`src/rtl/sr_cmd_debouncer.sv`:
```
// sr_cmd_debouncer
// Command front end for the SR flip-flop. Two raw push-buttons (set / clear)
// are synchronised, debounced and edge-detected. Each accepted press becomes
// a fixed-length s or r pulse followed by a lockout window. If both buttons
// are accepted on the same cycle, no command is issued and conflict pulses.
// Because s and r are decoded from a single state register, they can never
// be high together.

module sr_cmd_debouncer #(
  parameter int SYNC_STAGES = 2,
  parameter int DB_CYCLES   = 4,
  parameter int PULSE_LEN   = 2,
  parameter int HOLDOFF     = 3
) (
  input  logic       clk,
  input  logic       rst,
  input  logic       set_btn,
  input  logic       clr_btn,
  output logic       s,
  output logic       r,
  output logic       busy,
  output logic       conflict,
  output logic [7:0] cmd_cnt
);

  localparam int DB_W    = (DB_CYCLES > 1) ? $clog2(DB_CYCLES) : 1;
  localparam int TMR_MAX = (PULSE_LEN > HOLDOFF) ? PULSE_LEN : HOLDOFF;
  localparam int TMR_W   = (TMR_MAX > 1) ? $clog2(TMR_MAX) : 1;

  localparam logic [DB_W-1:0]  DB_LAST    = DB_W'(DB_CYCLES - 1);
  localparam logic [TMR_W-1:0] PULSE_LAST = TMR_W'(PULSE_LEN - 1);
  localparam logic [TMR_W-1:0] HOLD_LAST  = TMR_W'(HOLDOFF - 1);

  typedef enum logic [1:0] {
    ST_IDLE = 2'd0,
    ST_SET  = 2'd1,
    ST_CLR  = 2'd2,
    ST_HOLD = 2'd3
  } state_t;

  // Index 0 carries the set button, index 1 the clear button.
  logic [SYNC_STAGES-1:0]      r_sync_set;
  logic [SYNC_STAGES-1:0]      r_sync_clr;
  logic [1:0]                  w_synced;
  logic [1:0]                  r_db;
  logic [1:0]                  r_db_d;
  logic [1:0][DB_W-1:0]        r_db_cnt;
  logic [1:0]                  w_req;

  state_t                      r_state;
  state_t                      w_state_nxt;
  logic [TMR_W-1:0]            r_tmr;
  logic [TMR_W-1:0]            w_tmr_nxt;
  logic                        w_cnt_inc;
  logic                        w_conflict_nxt;

  logic                        r_s;
  logic                        r_r;
  logic                        r_busy;
  logic                        r_conflict;
  logic [7:0]                  r_cmd_cnt;

  // Metastability guard: shift each raw button through its own flop chain.
  always_ff @(posedge clk or negedge rst) begin
    if (!rst) begin
      r_sync_set <= '0;
      r_sync_clr <= '0;
    end else begin
      r_sync_set <= {r_sync_set[SYNC_STAGES-2:0], set_btn};
      r_sync_clr <= {r_sync_clr[SYNC_STAGES-2:0], clr_btn};
    end
  end

  assign w_synced = {r_sync_clr[SYNC_STAGES-1], r_sync_set[SYNC_STAGES-1]};

  // Debounce: accept a new level only after DB_CYCLES consecutive differing samples.
  always_ff @(posedge clk or negedge rst) begin
    if (!rst) begin
      r_db     <= 2'b00;
      r_db_d   <= 2'b00;
      r_db_cnt <= '0;
    end else begin
      r_db_d <= r_db;
      for (int i = 0; i < 2; i++) begin
        if (w_synced[i] == r_db[i]) begin
          r_db_cnt[i] <= '0;
        end else if (r_db_cnt[i] == DB_LAST) begin
          r_db[i]     <= w_synced[i];
          r_db_cnt[i] <= '0;
        end else begin
          r_db_cnt[i] <= r_db_cnt[i] + {{(DB_W-1){1'b0}}, 1'b1};
        end
      end
    end
  end

  // Only a press (debounced rising edge) requests a command; release is ignored.
  assign w_req = r_db & ~r_db_d;

  // State register and pulse/lockout timer.
  always_ff @(posedge clk or negedge rst) begin
    if (!rst) begin
      r_state <= ST_IDLE;
      r_tmr   <= '0;
    end else begin
      r_state <= w_state_nxt;
      r_tmr   <= w_tmr_nxt;
    end
  end

  // Next-state logic; requests are only looked at while idle, never queued.
  always_comb begin
    w_state_nxt    = r_state;
    w_tmr_nxt      = r_tmr;
    w_cnt_inc      = 1'b0;
    w_conflict_nxt = 1'b0;
    case (r_state)
      ST_IDLE: begin
        w_tmr_nxt = '0;
        if (w_req == 2'b11) begin
          w_conflict_nxt = 1'b1;
        end else if (w_req == 2'b01) begin
          w_state_nxt = ST_SET;
          w_cnt_inc   = 1'b1;
        end else if (w_req == 2'b10) begin
          w_state_nxt = ST_CLR;
          w_cnt_inc   = 1'b1;
        end else begin
          w_state_nxt = ST_IDLE;
        end
      end
      ST_SET, ST_CLR: begin
        if (r_tmr == PULSE_LAST) begin
          w_state_nxt = ST_HOLD;
          w_tmr_nxt   = '0;
        end else begin
          w_tmr_nxt = r_tmr + {{(TMR_W-1){1'b0}}, 1'b1};
        end
      end
      ST_HOLD: begin
        if (r_tmr == HOLD_LAST) begin
          w_state_nxt = ST_IDLE;
          w_tmr_nxt   = '0;
        end else begin
          w_tmr_nxt = r_tmr + {{(TMR_W-1){1'b0}}, 1'b1};
        end
      end
      default: begin
        w_state_nxt = ST_IDLE;
        w_tmr_nxt   = '0;
      end
    endcase
  end

  // Registered outputs, each one tracking the state register cycle for cycle.
  always_ff @(posedge clk or negedge rst) begin
    if (!rst) begin
      r_s        <= 1'b0;
      r_r        <= 1'b0;
      r_busy     <= 1'b0;
      r_conflict <= 1'b0;
      r_cmd_cnt  <= 8'd0;
    end else begin
      r_s        <= (w_state_nxt == ST_SET);
      r_r        <= (w_state_nxt == ST_CLR);
      r_busy     <= (w_state_nxt != ST_IDLE);
      r_conflict <= w_conflict_nxt;
      if (w_cnt_inc) begin
        r_cmd_cnt <= r_cmd_cnt + 8'd1;
      end else begin
        r_cmd_cnt <= r_cmd_cnt;
      end
    end
  end

  assign s        = r_s;
  assign r        = r_r;
  assign busy     = r_busy;
  assign conflict = r_conflict;
  assign cmd_cnt  = r_cmd_cnt;

endmodule
```
`config.mk`:
```
export PLATFORM = sky130hd
export DESIGN_NAME = sr_cmd_debouncer
export DESIGN_NICKNAME = d
export VERILOG_FILES = /design/src/rtl/sr_cmd_debouncer.sv
export SDC_FILE = /design/constraint.sdc
export NUM_CORES = 1
export LEC_CHECK = 0
export ABC_AREA = 1
export ABC_CLOCK_PERIOD_IN_PS = 2290
export BUFFER_PORTS_ARGS = -buffer_cell sky130_fd_sc_hd__buf_2
export CAP_MARGIN = 0
export CORE_MARGIN = 2
export CORE_UTILIZATION = 44
export DETAILED_ROUTE_END_ITERATION = 6
export SLEW_MARGIN = 20
export SYNTH_ARGS = -nofsm -noshare
export SYNTH_HDL_FRONTEND = slang
export SYNTH_SLANG_ARGS = --single-unit
```
`constraint.sdc`:
```
create_clock -name clk -period 2.29 [get_ports clk]
set_input_delay 0.229 -clock clk [delete_from_list [all_inputs] [get_ports clk]]
set_output_delay 0.229 -clock clk [all_outputs]
set_load 0.02 [all_outputs]
```
==> results of run 1 <==
==> worst max-delay path: stages, from the launching register on <==
cell     delay, ns
dfrtp_1       0.42
inv_1         0.08
ha_1          0.34
nand3_1       0.12
nand2_1       0.06
nand3_1       0.10
nand2_2       0.09
inv_2         0.07
nand2_1       0.05
==> worst max-delay path by stage <==
| stage | cells after the start | to | slack [ns] |
|---|---|---|---|
| 2_1_floorplan | 7 | cmd_cnt[4] | 1.03 |
| 3_3_place_gp | 8 | busy | 0.96 |
| 3_5_place_dp | 8 | busy | 0.92 |
| 4_1_cts | 8 | busy | 0.89 |
| 5_1_grt | 8 | busy | 0.78 |
| 6_report | 8 | busy | 0.87 |
==> placed cells by master (no fill, tap or decap), drive strengths merged, types with 5 or more instances in the layout <==
cell,instances
nand2,40
nand3,10
o21ai,6
ha,5
dfrtp,28
nor2,11
xnor2,5
inv,23
buf,15
==> power by group <==
group	switching, mW	internal [mW]
combinational	0.400	0.229
sequential	0.109	0.629
clock	0.139	0.177
total	0.648	1.04
==> cell type report <==
class                   count  area, sq um
repair buffers             18          105
multi-input cells          85          467
well taps                  31         38.8
clock buffers               3         22.5
fillers                   255         1280
inverters                  23         88.8
clock inverters             1         30.0
flip-flops and latches     28          701
==> state kept, by name, summed over array words and instances (netlist names) <==
register / cells
busy: 1
cmd_cnt: 8
conflict: 1
r: 1
r_db: 2
r_db_cnt: 4
r_db_d: 2
r_state: 2
r_sync_clr: 2
r_sync_set: 2
r_tmr: 2
s: 1
==> kinds of logic after synthesis <==
logic type	after synthesis
buffers and inverters	23
DFF	28
and+or+nand+nor	66
adders and majority gates	5
xor gates and xnor gates	6
AOI/OAI and AO/OA	8
==> layer usage <==
| metal | vias to the layer above | share of wire, % | global-route usage (%) |
|---|---|---|---|
| li1 | 469 | - | - |
| met1 | 420 | 47 | 17.7 |
| met2 | 15 | 48 | 22.6 |
| met3 | 2 | 3.6 | 2.72 |
| met4 | 0 | 0.93 | 6.31 |
| met5 | - | 0 | 0 |
==> results.md, run 1 <==
- Hold Path Class: flop to flop
- Slew @ Worst Pin: between 0.6 and 0.7 ns
- Initial antenna violation count: 0
- DRT Pass-1 Iters: 7
- GPL Wtd Cong: about 0.74
- Max_slew headroom: 59.4%
- Initial Util: 45.9%
- Nets@finish: roughly 170
- Ant diodes: 0
- Post-synthesis compound-gate area fraction: 3.19%
- Worst flop-to-flop path startpoint: r_state[0]
- Post-Synth Simple-Gate Area: between 20% and 30%
- CTS tree: yes
- Synth Warn #: 0
- Final Setup Violations: 0
- Setup ws final: 0.867 ns
- Pwr dens: 1160 mW/mm^2
- Max-cap viol count: 0
- Number of enable flip-flop cells after synthesis: 0
- Synth async-reset ratio: 100%
- Synth Net Count: 145
- Placed Cells: 182
- Finished Cell Area: 0.00145 sq mm
- Count of final max-slew check failures: 0
- Layout Cells excl Fill: 189
- Die ar.: 0.00330 sq mm
- Status: finished, final reports clean
- Sequential share of the synthesized area: between 50% and 60%
- Syn avg cell area: 9.24 sq um
- Setup Buffers After CTS: 0
- Clk_skew: 0.0182 ns
- Clock-pin slew on the worst setup and hold paths: roughly 0.15 ns
- Cell count after synthesis: 136
- Period minus WS final: between 1 and 1.5 ns
- Vias in the first global route: 890
- Mux cell area share after synthesis: 0%
- # H-tree levels: 1
- Setup TNS: 0 ns
- Routed wire per std cell: ~10 um
- Num rows: 19
- Cell taking the most area after synthesis: dfrtp_1
- # hold bufs at CTS: 3
- Final hold viol count: 0
- CTS root buf: clkbuf_4
- RSZ-0062 raised after global routing: no
- # resized after CTS: 0
- Die Y: 57.4 um
- Pwr Total: 1.68 mW
- XOR/XNOR Fraction of Synth Area: under 10%
- Worst path required time: 2.51 ns
- Yosys reg bits: 28
- Hold Path End: r_sync_set[1]
- Worst-Skew Late Latency: 0.33 ns
- Placed Instance Area: 0.00137 sq mm
- First-pass GRT wire length: 3.55 mm
- Post-Syn Area: 0.00126 sq mm
- CP max FO: 4
- Post-Synth Adder-Cell Area: around 5%
- Iter 0 DRT Violations: 30
- WL final: 1.93 mm
- Hold_sp: r_sync_set[0]
- Worst Reg-to-Reg Cells: 8
- Final period utilization: between 60% and 70%
- Predominant post-synthesis flop cell: dfrtp_1
- Die width: 57.4 um
- Element type at the critical path end: flop
- Clk sink count: 28
- Critical R2R Capture: busy
- CTS Buffer Depth: 2
- # DRC: 0
- Util after Layout: 53.1%
- Largest net degree at the start of global routing: 29
- Global-route usage over all layers: 13.8%
- Post-route ant nets: 0
- Static Leak: between 0.7 and 0.8 nW
- Post-synth top cells: nand2_1 (35), dfrtp_1 (28), inv_1 (17), nor2_1 (8), nand3_1 (7)
- Layout cell share with drive strength beyond 1: a little under a quarter
- Layout area overhead: 15.6%
- Hold path depth: 0
- Via count: 906
- Fin Hold WS: 0.367 ns
- Peak supply drop: 0.000677 V
- Core area: approximately 0.0027 sq mm
- Synth unique cells: 19
- Vias per cell: 4.79
- Cts bufs inserted: 3
- Top Ports: 16
- Worst Path Arrival: 1.64 ns
- Worst R2R Setup Slack: ~0.87 ns
- Port bufs: 15
- Crit Path Class: flop to flop
- F_max: 703 MHz
- CP Launch Type: flop
- Hpwl dp: 1.44 mm
- Pre-CTS setup slack: just over 0.9 ns
- Most numerous cell in the Yosys netlist: nand2_1
- Ranking of synthesized cells by area: dfrtp_1 (56%), nand2_1 (10%), inv_1 (5.1%), ha_1 (5.0%), xnor2_1 (3.5%)
- Largest family of logic cells by synthesized area: simple AND/OR/NAND/NOR gates
- Post-synth top area share: 55.8%
- Global route total overflow: 0
- Critical Path Start: r_state[0]
(Power assumes the default switching activity.)
==> run 2, diff against run 1 <==
--- a/config.mk
+++ b/config.mk
@@ -6,7 +6,7 @@
 export NUM_CORES = 1
 export LEC_CHECK = 0
 export ABC_AREA = 1
-export ABC_CLOCK_PERIOD_IN_PS = 2290
+export ABC_CLOCK_PERIOD_IN_PS = 1350
 export BUFFER_PORTS_ARGS = -buffer_cell sky130_fd_sc_hd__buf_2
 export CAP_MARGIN = 0
 export CORE_MARGIN = 2
==> constraint.sdc (replaced) <==
create_clock -name clk -period 1.35 [get_ports clk]
set_input_delay 0.135 -clock clk [delete_from_list [all_inputs] [get_ports clk]]
set_output_delay 0.135 -clock clk [all_outputs]
set_load 0.02 [all_outputs]
==> run 2 against run 1 <==
Sequential power increased by 71%. Critical path type unchanged. Worst setup slack worse by 0.82 ns. Critical path depth unchanged. Sequential share of layout area decreased by 1.8 points. Worst hold slack lost 0.040 ns. Power is 78% higher. Via count increased by 2.5%. Final cell count grew 1.6%. Sequential cell count unchanged. Design area increased by 4.0%.
==> results.md, run 2 (same netlist as run 1, synthesis figures left out) <==
- WL final: 2.04 mm (+5.8%)
- Top Ports: 16 (unchanged)
- F_max: 768 MHz (+9.3%)
- DRT Pass-1 Iters: 6 (-1)
- Fillers: 248 (-2.7%)
- Period minus WS final: 1.30 ns (-0.121 ns)
- Via count: 929 (+2.5%)
- Core area: 0.00273 sq mm (unchanged)
- Worst flop-to-flop path startpoint: r_state[1]
- Crit Path Class: flop to flop
- Most frequent cells in the layout: nand2_1 (34), dfrtp_1 (28), inv_1 (15), buf_2 (15), nor2_1 (8)
- Layout cell share with drive strength beyond 1: 29.8% (+7.0 points)
- Final hold viol count: 0 (unchanged)
- Global route total overflow: 0 (unchanged)
- Area occupied by multi-input gates: 502 sq um (+7.5%)
- Max reg flops: 8 (unchanged)
- CTS root buf: clkbuf_4
- Clk sink count: 28 (unchanged)
- Vias per cell: 4.84 (+0.94%)
- Post-route ant nets: 0 (unchanged)
- Crit path to: r
- Hpwl dp: 1.44 mm (unchanged)
- Placed Instance Area: 0.00137 sq mm (unchanged)
- Critical R2R Capture: r
- First-pass GRT wire length: 3.57 mm (+0.39%)
- Final Setup Violations: 0 (unchanged)
- Worst-Skew Late Latency: 0.33 ns (about the same)
- Ant diodes: 0 (unchanged)
- Worst path required time: 1.61 ns (-0.90 ns)
- Worst Reg-to-Reg Cells: 8 (unchanged)
- CTS Buffer Depth: 2 (unchanged)
- Hold Path Class: input port to async pin
- # DRC: 0 (unchanged)
- Element type at the critical path end: flop
- Port bufs: 15 (unchanged)
- Register area: 701 sq um (unchanged)
- Layout area overhead: 20.2%
- Largest net degree at the start of global routing: 29 (unchanged)
- Nets@finish: 171 (+1.8%)
- Static Leak: 0.790 nW (+1.6%)
- Iter 0 DRT Violations: 37 (+23%)
- Status: finished, final reports clean
- # H-tree levels: 1 (unchanged)
- CP max FO: 4 (unchanged)
- Initial Util: 45.9% (unchanged)
- Global-route usage over all layers: 13.9% (+0.048 points)
- Finished Cell Area: 0.00151 sq mm (+4.0%)
- CTS tree: yes
- Max_slew headroom: 59.2% (-0.11 points)
- Clk_skew: 0.0180 ns (-0.000248 ns)
- CP Launch Type: flop
- Critical Path Start: r_state[1]
- Most common library cell in the layout ignoring fill and taps: nand2_1
- Cts bufs inserted: 3 (unchanged)
- Pwr dens: 1980 mW/mm^2 (+71%)
- Die width: 57.4 um (unchanged)
- Die ar.: 0.00330 sq mm (unchanged)
- Clock-pin slew on the worst setup and hold paths: 0.15 ns (about the same)
- Util after Layout: 55.2% (+2.1 points)
- Worst R2R Setup Slack: 0.05 ns (-0.82 ns)
- GPL Wtd Cong: 0.745 (unchanged)
- Peak supply drop: 0.00114 V (+68%)
- Worst Path Arrival: 1.56 ns (-0.08 ns)
- Routed wire per std cell: 10.6 um (+4.1%)
- Final period utilization: 96.4% (+34 points)
- Die Y: 57.4 um (unchanged)
- Initial antenna violation count: 0 (unchanged)
- Count of final max-slew check failures: 0 (unchanged)
- Max-cap viol count: 0 (unchanged)
- Slew @ Worst Pin: 0.611 ns (+0.00166 ns)
- Vias in the first global route: 894 (+0.45%)
- Num rows: 19 (unchanged)
==> run 2: cell types whose count changed in the layout (fill, tap and decap cells not counted), sizes merged <==
cell / change
buf: +3
==> run 2: how the worst min path moves through the flow <==
stage / from / end / slack [ns] / depth (start not counted)
finish: rst / cmd_cnt[7] / 0.33 / 2
global route: r_sync_set[0] / r_sync_set[1] / 0.38 / 0
CTS: rst / r_db_cnt[2] / 0.34 / 2
detailed placement: rst / busy / 0.19 / 1
global placement: rst / busy / 0.18 / 1
floorplan: rst / busy / -0.16 / 0
==> run 2: metrics by stage <==
step                power, mW  worst slack, ns  setup TNS (ns)  hold WS [ns]  instances
floorplan                2.08           0.0930               0        -0.161        136
global placement         2.32           0.0166               0         0.181        182
detailed placement       2.36          -0.0221         -0.0221         0.191        182
CTS                      2.95           0.0334               0         0.344        190
global route             3.25          -0.0208         -0.0328         0.380        192
finish                   2.99           0.0480               0         0.326        192
==> run 2: per-layer routing <==
layer  part of all wire, %  GRT usage (%)  vias to the layer above
met1                    46           17.7                      436
met5                     0              0                        -
li1                      -              -                      474
met2                    50           22.7                       17
met4                  0.88           6.31                        0
met3                   3.5           2.72                        2
==> run 2: layout make-up <==
cell class              instances  area share [%]
flip-flops and latches         28            46.4
clock buffers                   3            1.49
well taps                      31            2.57
multi-input cells              85            33.2
repair buffers                 21            8.45
clock inverters                 1            1.99
inverters                      23            5.88
==> run 2: what timing repair did <==
| action | CTS | global route |
|---|---|---|
| resized for setup | 1 | 8 |
| pin swaps | 0 | 1 |
| hold endpoints to repair | 30 | 0 |
| hold buffers | 3 | 0 |
| endpoints found under the setup margin | 2 | 4 |
| buffers inserted | 1 | 2 |
==> run 2: worst max-delay path, stage by stage (launching register included) <==
cell     delay, ns
dfrtp_1       0.41
inv_2         0.06
ha_4          0.28
nand3_2       0.08
nand2_1       0.11
nand3_2       0.10
nand2_2       0.10
inv_2         0.05
nor2_2        0.06
==> run 2: where the power goes <==
group	leakage, nW	internal, mW	switching, mW
combinational	0.400	0.468	0.727
clock	0.0279	0.300	0.235
sequential	0.362	1.07	0.189
==> run 3, diff against run 2 <==
--- a/config.mk
+++ b/config.mk
@@ -12,6 +12,7 @@
 export CORE_MARGIN = 2
 export CORE_UTILIZATION = 44
 export DETAILED_ROUTE_END_ITERATION = 6
+export SETUP_SLACK_MARGIN = 0.1
 export SLEW_MARGIN = 20
 export SYNTH_ARGS = -nofsm -noshare
 export SYNTH_HDL_FRONTEND = slang
==> run 3 against run 2 <==
Highest routed layer unchanged. Register-to-register slack gained 0.04 ns. Largest cell class unchanged. Critical path depth is the same. Power grew 4.0%.
==> results.md, run 3 (same netlist as run 1, synthesis figures left out) <==
- Status: finished, final reports clean
- CTS root buf: clkbuf_4
- Static Leak: 0.798 nW (+0.96%)
- CP Launch Type: flop
- Nets@finish: 173 (+1.2%)
- Max reg flops: 8 (unchanged)
- Fillers: 241 (-2.8%)
- Element type at the critical path end: flop
- Layout cell share with drive strength beyond 1: 34.4% (+4.5 points)
- Pre-CTS setup slack: -0.0183 ns (+0.00383 ns)
- Global route total overflow: 0 (unchanged)
- Initial Util: 45.9% (unchanged)
- Setup TNS: 0 ns (unchanged)
- Post-route ant nets: 0 (unchanged)
- Largest net degree at the start of global routing: 29 (unchanged)
- Critical path cell sequence: inv_2 -> ha_4 -> nand3_4 -> nand2_2 -> nand3_2 -> nand2_2 -> inv_2 -> nor2_2
- Cell family with most CP delay: flip-flops
- Most frequent cells in the layout: nand2_1 (31), dfrtp_1 (26), buf_2 (15)
- Final hold viol count: 0 (unchanged)
- Final period utilization: 93.4% (-3.1 points)
- Iter 0 DRT Violations: 32 (-14%)
- Final Setup Violations: 0 (unchanged)
- CTS tree: yes
- Period minus WS final: 1.26 ns (-0.0415 ns)
- # DRC: 0 (unchanged)
- Clk sink count: 28 (unchanged)
- Hold Path Class: input port to async pin
- Top Ports: 16 (unchanged)
- Via count: 940 (+1.2%)
- CP max-delay cell: dfrtp_1
- Slew @ Worst Pin: 0.632 ns (+0.0208 ns)
- Hpwl dp: 1.47 mm (+1.5%)
- Die ar.: 0.00330 sq mm (unchanged)
- Worst path required time: 1.62 ns (about the same)
- Max_slew headroom: 57.9% (-1.4 points)
- Worst Reg-to-Reg Cells: 8 (unchanged)
- Layout area overhead: 24.8%
- Cts bufs inserted: 3 (unchanged)
- Global-route usage over all layers: 15.4% (+1.5 points)
- DRT Pass-1 Iters: 2 (-4)
- Ant diodes: 0 (unchanged)
- Worst Path Arrival: 1.53 ns (-0.03 ns)
- Vias per cell: 4.85 (+0.14%)
- First-pass GRT wire length: 3.94 mm (+10%)
- Register area: 703 sq um (+0.36%)
- CTS Buffer Depth: 2 (unchanged)
- Vias in the first global route: 961 (+7.5%)
- Clock-pin slew on the worst setup and hold paths: 0.14 ns (about the same)
- Crit-path max cell delay: 0.41 ns (about the same)
- Total stage count of the critical path: 8 (unchanged)
- Core area: 0.00273 sq mm (unchanged)
- Routed wire per std cell: 11.1 um (+4.4%)
- Layout Cells excl Fill: 194 (+1.0%)
- Initial antenna violation count: 0 (unchanged)
- Die width: 57.4 um (unchanged)
- WL final: 2.15 mm (+5.4%)
- Setup ws final: 0.0895 ns (+0.0415 ns)
- GPL Wtd Cong: 0.738 (-0.87%)
- Finished Cell Area: 0.00157 sq mm (+3.8%)
- F_max: 793 MHz (+3.3%)
- Clk_skew: 0.00189 ns (-0.0161 ns)
- Pwr Total: 3.11 mW (+4.0%)
- Area occupied by multi-input gates: 542 sq um (+8.0%)
- # H-tree levels: 1 (unchanged)
- Max-cap viol count: 0 (unchanged)
- WP buf/inv: 2 (unchanged)
- Port bufs: 15 (unchanged)
- RSZ-0062 raised after global routing: yes
- Crit Path Class: flop to flop
- Placed Instance Area: 0.00137 sq mm (about the same)
- Pwr dens: 1980 mW/mm^2 (+0.14%)
- CP max FO: 3 (-1)
- Peak supply drop: 0.00132 V (+16%)
- Count of final max-slew check failures: 0 (unchanged)
- Worst R2R Setup Slack: 0.09 ns (+0.04 ns)
- Fin Hold WS: 0.350 ns (+0.0243 ns)
- Placed Cells: 182 (unchanged)
- Util after Layout: 57.3% (+2.1 points)
- Worst-Skew Late Latency: 0.32 ns (about the same)
- Num rows: 19 (unchanged)
- Most common library cell in the layout ignoring fill and taps: nand2_1
- Die Y: 57.4 um (unchanged)
[run 3: final timing paths]
kind                                       to          start
worst max-delay path                        r     r_state[0]
worst min-delay path                        r            rst
worst max register to register              r     r_state[0]
worst min register to register  r_sync_set[1]  r_sync_set[0]
max in group asynchronous          cmd_cnt[0]            rst
min in group clk                r_sync_set[1]  r_sync_set[0]
[run 3: per-layer routing]
layer,part of all wire (%),vias to the layer above,global-route usage [%]
met2,50,19,27.9
met5,0,-,0
met4,1.9,0,7.31
li1,-,473,-
met3,3.7,4,2.95
met1,44,444,17.1
[run 3: power by group]
group | switching, mW | internal [mW]
sequential | 0.202 | 1.07
clock | 0.239 | 0.300
combinational | 0.773 | 0.517
total | 1.21 | 1.89
[run 3: timing repair]
| action | CTS | global route |
|---|---|---|
| hold buffers | 3 | 0 |
| setup endpoints to repair | 13 | 8 |
| pin swaps | 5 | 7 |
| resized for setup | 8 | 10 |
| setup buffers | 3 | 2 |
| cloned | 0 | 0 |
| endpoints found under the hold margin | 30 | 0 |
[run 3: cell type report]
cell class              instances  area share, %
well taps                      31           2.47
multi-input cells              85           34.6
inverters                      23           5.67
flip-flops and latches         28           44.9
clock buffers                   3           1.44
clock inverters                 1           1.92
repair buffers                 23           9.10
[run 3: worst register-to-register path, delay by kind of cell (launching register included)]
kind / cells / cell delay [ns]
fa+ha+maj: 1 / 0.29
flops: 1 / 0.41
simple gates: 5 / 0.40
buf+inv: 2 / 0.12
